===== src/rtl/multiphase_sine_generator.sv =====
// multiphase_sine_generator: NUM_CH phase-shifted sine references from one phase
// accumulator, a quarter-wave LUT and one time-shared multiplier.
// Ports:
//   clk, rst_n                 clock, asynchronous active-low reset
//   enable                     run enable (low clears phase, MI ramp and outputs)
//   sample_tick                starts one sample computation
//   freq_increment             requested phase increment per accepted tick
//   modulation_index           requested MI (saturated to full scale)
//   update_req                 captures freq/MI into shadow registers
//   update_pending             a captured update waits for the next wrap
//   period_start               pulse after an accumulator wrap
//   busy                       sequencer is computing
//   sample_valid               pulse when sine_out updates
//   tick_overrun               pulse when a tick arrives while busy
//   sine_out                   channel k at [k*DATA_WIDTH +: DATA_WIDTH], signed
module multiphase_sine_generator #(
    parameter int DATA_WIDTH = 16,
    parameter int PHASE_WIDTH = 32,
    parameter int LUT_ADDR_WIDTH = 8,
    parameter int NUM_CH = 3,
    parameter logic [PHASE_WIDTH-1:0] PHASE_STEP = 32'h5555_5555,
    parameter int RAMP_STEP = 16
) (
    input  logic                           clk,
    input  logic                           rst_n,
    input  logic                           enable,
    input  logic                           sample_tick,
    input  logic [PHASE_WIDTH-1:0]         freq_increment,
    input  logic [DATA_WIDTH-1:0]          modulation_index,
    input  logic                           update_req,
    output logic                           update_pending,
    output logic                           period_start,
    output logic                           busy,
    output logic                           sample_valid,
    output logic                           tick_overrun,
    output logic [NUM_CH*DATA_WIDTH-1:0]   sine_out
);
    localparam int QW = LUT_ADDR_WIDTH - 2;
    localparam int Q = 1 << QW;
    localparam int CW = $clog2(NUM_CH + 2);
    localparam int FS = (1 << (DATA_WIDTH - 1)) - 1;
    localparam logic [DATA_WIDTH-1:0] MI_MAX = DATA_WIDTH'(FS);

    typedef enum logic [1:0] {IDLE, CALC, OUT} state_t;

    // Elaboration-time sine via Taylor series; the last entry is pinned to full
    // scale so rounding in the series cannot truncate it to FS-1.
    function automatic logic [DATA_WIDTH-1:0] lut_val(input int j);
        real x, term, s;
        x = 3.14159265358979323846 * j / (2.0 * Q);
        term = x;
        s = x;
        for (int n = 1; n < 12; n++) begin
            term = -term * x * x / ((2 * n) * (2 * n + 1));
            s = s + term;
        end
        return (j == Q) ? MI_MAX : DATA_WIDTH'($rtoi(FS * s));
    endfunction

    logic [DATA_WIDTH-1:0] lut [Q+1];
    for (genvar j = 0; j <= Q; j++) begin : g_lut
        assign lut[j] = lut_val(j);
    end

    state_t state, state_nxt;
    logic [PHASE_WIDTH-1:0] phase_acc, freq_active, freq_shadow, ch_phase, phase_sum;
    logic [DATA_WIDTH-1:0] mi_active, mi_target, mi_shadow, mi_next, mi_diff, mi_step, l_val;
    logic pending, accept, wrap, carry, mi_up, a_v, l_v, l_neg;
    logic [CW-1:0] cnt, a_ch, l_ch;
    logic [LUT_ADDR_WIDTH-1:0] a_q;
    logic [QW:0] idx;
    logic signed [DATA_WIDTH-1:0] l_s;
    logic signed [2*DATA_WIDTH-1:0] prod;
    logic [NUM_CH*DATA_WIDTH-1:0] stage;

    assign busy = state != IDLE;
    assign update_pending = pending;

    // A stopped accumulator (freq_active == 0) never carries, so a pending update
    // is taken on the next accepted tick instead; otherwise it could never apply.
    always_comb begin
        accept = enable && state == IDLE && sample_tick;
        state_nxt = !enable ? IDLE :
                    accept ? CALC :
                    (state == CALC && cnt == CW'(NUM_CH + 1)) ? OUT :
                    (state == OUT) ? IDLE : state;
        {carry, phase_sum} = {1'b0, phase_acc} + {1'b0, freq_active};
        wrap = carry || (freq_active == '0 && pending);
        mi_up = mi_target > mi_active;
        mi_diff = mi_up ? mi_target - mi_active : mi_active - mi_target;
        mi_step = (mi_diff > DATA_WIDTH'(RAMP_STEP)) ? DATA_WIDTH'(RAMP_STEP) : mi_diff;
        mi_next = mi_up ? mi_active + mi_step : mi_active - mi_step;
        idx = a_q[LUT_ADDR_WIDTH-2] ? (QW+1)'(Q) - {1'b0, a_q[QW-1:0]} : {1'b0, a_q[QW-1:0]};
        l_s = l_neg ? -$signed(l_val) : $signed(l_val);
        prod = l_s * $signed(mi_active);
    end

    always_ff @(posedge clk or negedge rst_n)
        if (!rst_n) state <= IDLE;
        else state <= state_nxt;

    // ch_phase holds the snapped phase and then steps by PHASE_STEP per issued
    // channel; the pipeline is address -> LUT read -> multiply into staging.
    always_ff @(posedge clk or negedge rst_n) begin
        if (!rst_n) begin
            phase_acc <= '0;
            freq_active <= '0;
            freq_shadow <= '0;
            ch_phase <= '0;
            mi_active <= '0;
            mi_target <= '0;
            mi_shadow <= '0;
            pending <= 1'b0;
            period_start <= 1'b0;
            tick_overrun <= 1'b0;
            sample_valid <= 1'b0;
            sine_out <= '0;
            stage <= '0;
            cnt <= '0;
            a_v <= 1'b0;
            a_q <= '0;
            a_ch <= '0;
            l_v <= 1'b0;
            l_val <= '0;
            l_neg <= 1'b0;
            l_ch <= '0;
        end else begin
            if (update_req) begin
                freq_shadow <= freq_increment;
                mi_shadow <= modulation_index[DATA_WIDTH-1] ? MI_MAX : modulation_index;
                pending <= 1'b1;
            end else if (accept && wrap) begin
                pending <= 1'b0;
            end
            period_start <= accept && wrap;
            tick_overrun <= enable && sample_tick && state != IDLE;
            sample_valid <= enable && state == OUT;
            if (!enable) begin
                phase_acc <= '0;
                mi_active <= '0;
                sine_out <= '0;
            end else begin
                if (accept) begin
                    ch_phase <= phase_acc;
                    phase_acc <= phase_sum;
                    mi_active <= mi_next;
                    cnt <= '0;
                    a_v <= 1'b0;
                    l_v <= 1'b0;
                    if (wrap && pending) begin
                        freq_active <= freq_shadow;
                        mi_target <= mi_shadow;
                    end
                end
                if (state == CALC) begin
                    ch_phase <= ch_phase + PHASE_STEP;
                    cnt <= cnt + 1'b1;
                    a_v <= cnt < CW'(NUM_CH);
                    a_q <= ch_phase[PHASE_WIDTH-1 -: LUT_ADDR_WIDTH];
                    a_ch <= cnt;
                    l_v <= a_v;
                    l_val <= lut[idx];
                    l_neg <= a_q[LUT_ADDR_WIDTH-1];
                    l_ch <= a_ch;
                    if (l_v) stage[int'(l_ch) * DATA_WIDTH +: DATA_WIDTH] <= prod[DATA_WIDTH-1 +: DATA_WIDTH];
                end
                if (state == OUT) sine_out <= stage;
            end
        end
    end
endmodule


===== config.mk =====
export PLATFORM = sky130hd
export DESIGN_NAME = multiphase_sine_generator
export DESIGN_NICKNAME = d
export VERILOG_FILES = /design/src/rtl/multiphase_sine_generator.sv
export SDC_FILE = /design/constraint.sdc
export NUM_CORES = 1
export LEC_CHECK = 0
export CAP_MARGIN = 20
export CORE_MARGIN = 2
export CORE_UTILIZATION = 35
export DETAILED_ROUTE_END_ITERATION = 16
export DONT_BUFFER_PORTS = 1
export PLACE_DENSITY = 0.54
export SLEW_MARGIN = 20
export SYNTH_ARGS = -nofsm -noshare
export SYNTH_HDL_FRONTEND = slang
export SYNTH_SLANG_ARGS = --single-unit

===== constraint.sdc =====
create_clock -name clk -period 8 [get_ports clk]
set_input_delay 0.4 -clock clk [delete_from_list [all_inputs] [get_ports clk]]
set_output_delay 0.4 -clock clk [all_outputs]
set_load 0.02 [all_outputs]

==> impl_results.md <==
* Chip height at 282 um
* CTS tree: built
* Worst hold-check path type: input port to flip-flop
* R2R cell count at 30
* First-pass GRT wire length at 121 mm
* Synth cell types at 80
* CP Launch Type: flip-flop
* Biggest area consumer among synthesized cells: dfrtp_1
* Final Instance Count excl. Fillers at 4072
* Initial antenna violation count at 0
* Layout area overhead at 14.3%
* Total CTS buffers at 36
* Top-area cell type share of the netlist area at 28.7%
* Drt drc at 0
* Synth warn at 0
* DRT Wirelength at 76.0 mm
* DRT antenna net count at 0
* Cells after synthesis at 2928
* WS Path Type: flip-flop to flip-flop
* Hold path endpoint: mi_shadow[6]
* Sequential cell area fraction in the yosys report at 28.7%
* RSZ-0062 raised after global routing: true
* Die ar. at 79800 um^2
* Count leader, synth: inv_1
* CTS sink cnt at 311
* Via count at 21100
* Number of global-route vias before repair at 21100
* Post-synth EDFFs at 0
* Ys async rst share at 100%
* CP max FO at 4
* Synth Area per Inst at 9.27 um^2
* HPWL after DPL at 55.9 mm
* Die X at 282 um
* Clk_lat worst skew at 580 ps
* Max stage delay on crit path at 540 ps
* H-tree depth at 2
* Final Hold Viols at 0
* Num rows at 102
* Layout cells sized above 1 at 12.9%
* Register area at 7780 um^2
* Wire per inst at 18.7 um
* Synth Net Count at 3409
* FF-to-FF End: stage[31]
* Clk root buf: clkbuf_16
* R2R Path Start: l_val[1]
* Floorplan core area at 77100 um^2
* WHS Path Cells at 2
* Seq cells post-synth at 311
* Max stage delay cell, worst path: fa_1
* Fin. max-slew vios at 0
* Fin crit period at 7950 ps
* Fmax at 0.126 GHz
* Vias per std cell at 5.18
* Cells taking the most area after synthesis: dfrtp_1 29%, fa_1 19%, ha_1 7.8%
* Gr ovfl total at 0
* Post-route setup TNS at 0 ps
* Clock transition at the registers of the reported paths at 60 ps
* Worst EP required at 8450 ps
* Initial Utilization at 35.2%
* CP endpoint kind: flip-flop
* ANT cells at 0
* # nets final at 3485
* Primary FF master, synth: dfrtp_1
* Worst-margin pin slew at 1080 ps
* Clk_skew at 37.5 ps
* Commonest cells in the netlist: 387 x inv_1, 311 x dfrtp_1, 308 x nand2_1, 259 x fa_1, 206 x nor2_1
* Status: finished clean
* Crit-path most repeated cell: fa_1
* Number of port buffers at 0
* Synth Cell Area at 27100 um^2
* Clock tree buffer depth at 3
* GP Congestion at 0.914
* Final setup fails at 0
* HP Start: update_req
* Drt initial violations at 1409
* Ports at 106
* Multi-input gate area at 17700 um^2
* Max-Cap Viols at 0
* Worst EP arrival at 8400 ps
* First-pass DRT Iterations at 6
* Total GRT Usage at 19.5%
* R2R setup slack at 50 ps
* Placed cells at 3955
* Worst rel slew slack at 28.1%
* Largest net degree at the start of global routing at 312
* # fillers at 7749
* Crit share post-route at 99.4%
[how the worst max path moves through the flow]
stage | from | to | slack (ps) | cells after the start
after floorplan | l_val[0] | stage[47] | 20 | 29
after global placement | l_val[1] | stage[47] | -120 | 29
after detailed placement | l_val[0] | stage[47] | -90 | 29
after CTS | l_val[0] | stage[47] | 20 | 30
after global routing | l_val[1] | stage[31] | -230 | 29
final | l_val[1] | stage[31] | 50 | 30
[metal layers]
layer | share of wire [%] | vias up | GRT usage, %
met1 | 46 | 10500 | 27.1
met5 | 0 | - | 0
met2 | 46 | 445 | 30.9
met3 | 5.4 | 115 | 3.23
met4 | 3.2 | 0 | 6.11
li1 | - | 9984 | -
[repair_timing]
action,CTS,global route
setup buffers,0,9
pin swaps,2,51
hold endpoints to repair,409,64
resized for setup,6,54
endpoints found under the setup margin,11,24
hold buffers,39,1
[sequential cells by signal, summed over array words and instances (netlist names), 2 cells and up]
register / flops
stage: 48
mi_target: 15
a_ch: 3
phase_acc: 32
a_q: 8
l_val: 15
ch_phase: 32
cnt: 3
state: 2
mi_shadow: 15
sine_out: 48
freq_shadow: 32
mi_active: 16
l_ch: 3
freq_active: 32
[logic make-up after synthesis]
family	count (synthesis)	synth area share, %
compound gates	633	15.1
xor+xnor	101	3.26
fa+ha+maj	428	26.9
buf+inv	526	7.35
flops	311	28.7
mux	125	5.21
simple gates	804	13.5
[cell type report]
class                   instances  share of cell area [%]
multi-input cells            2091                    57.1
repair buffers                176                    4.93
clock buffers                  51                    3.41
clock inverters                15                   0.625
inverters                     388                    4.70
well taps                    1040                    4.20
flip-flops and latches        311                    25.1
[metrics by stage]
| stage | util [%] | instance area [um^2] | hold WS [ps] | worst slack, ps |
|---|---|---|---|---|
| finish | 40.2 | 31000 | 15.1 | 50.4 |
| global route | 40.2 | 31000 | 5.72 | -229 |
| CTS | 39.7 | 30600 | 1.62 | 24.2 |
| detailed placement | 37.5 | 28900 | 112 | -94.2 |
| global placement | 37.5 | 28900 | 121 | -125 |
| floorplan | - | 27100 | 104 | 24.7 |
[worst max-delay path, delay by kind of cell, from the launching register on]
family,cells,cell delay [ps]
adders and majority gates,7,3170
AOI/OAI and AO/OA,7,1520
and+or+nand+nor,5,1370
buffers and inverters,8,760
DFF,1,380
muxes,1,280
xor gates and xnor gates,2,330
[layout by cell type, fill, tap and decap left out, types with 9 or more instances in the layout]
master / n
xor2_1: 36
fa_1: 257
o22ai_1: 22
ha_1: 163
a21oi_1: 143
nand3_1: 81
o31ai_1: 11
o21ai_0: 174
dfrtp_1: 311
buf_4: 131
nor4_1: 9
a22oi_1: 11
nand2b_1: 19
clkbuf_16: 36
a21o_1: 39
dlygate4sd3_1: 37
a31oi_1: 21
nor2b_1: 15
nor2_1: 201
mux2_2: 116
o21a_1: 19
and2_1: 58
a211oi_1: 18
inv_1: 381
nand4_1: 9
o21bai_1: 13
clkbuf_8: 10
nor3_1: 36
o211ai_1: 16
a21boi_0: 9
a22o_1: 50
and3_1: 15
xnor2_1: 55
nand2_1: 306
Power is left out: the tool's default activity adds up to more than one toggle a clock period on the data nets, which glitch-free logic cannot reach.
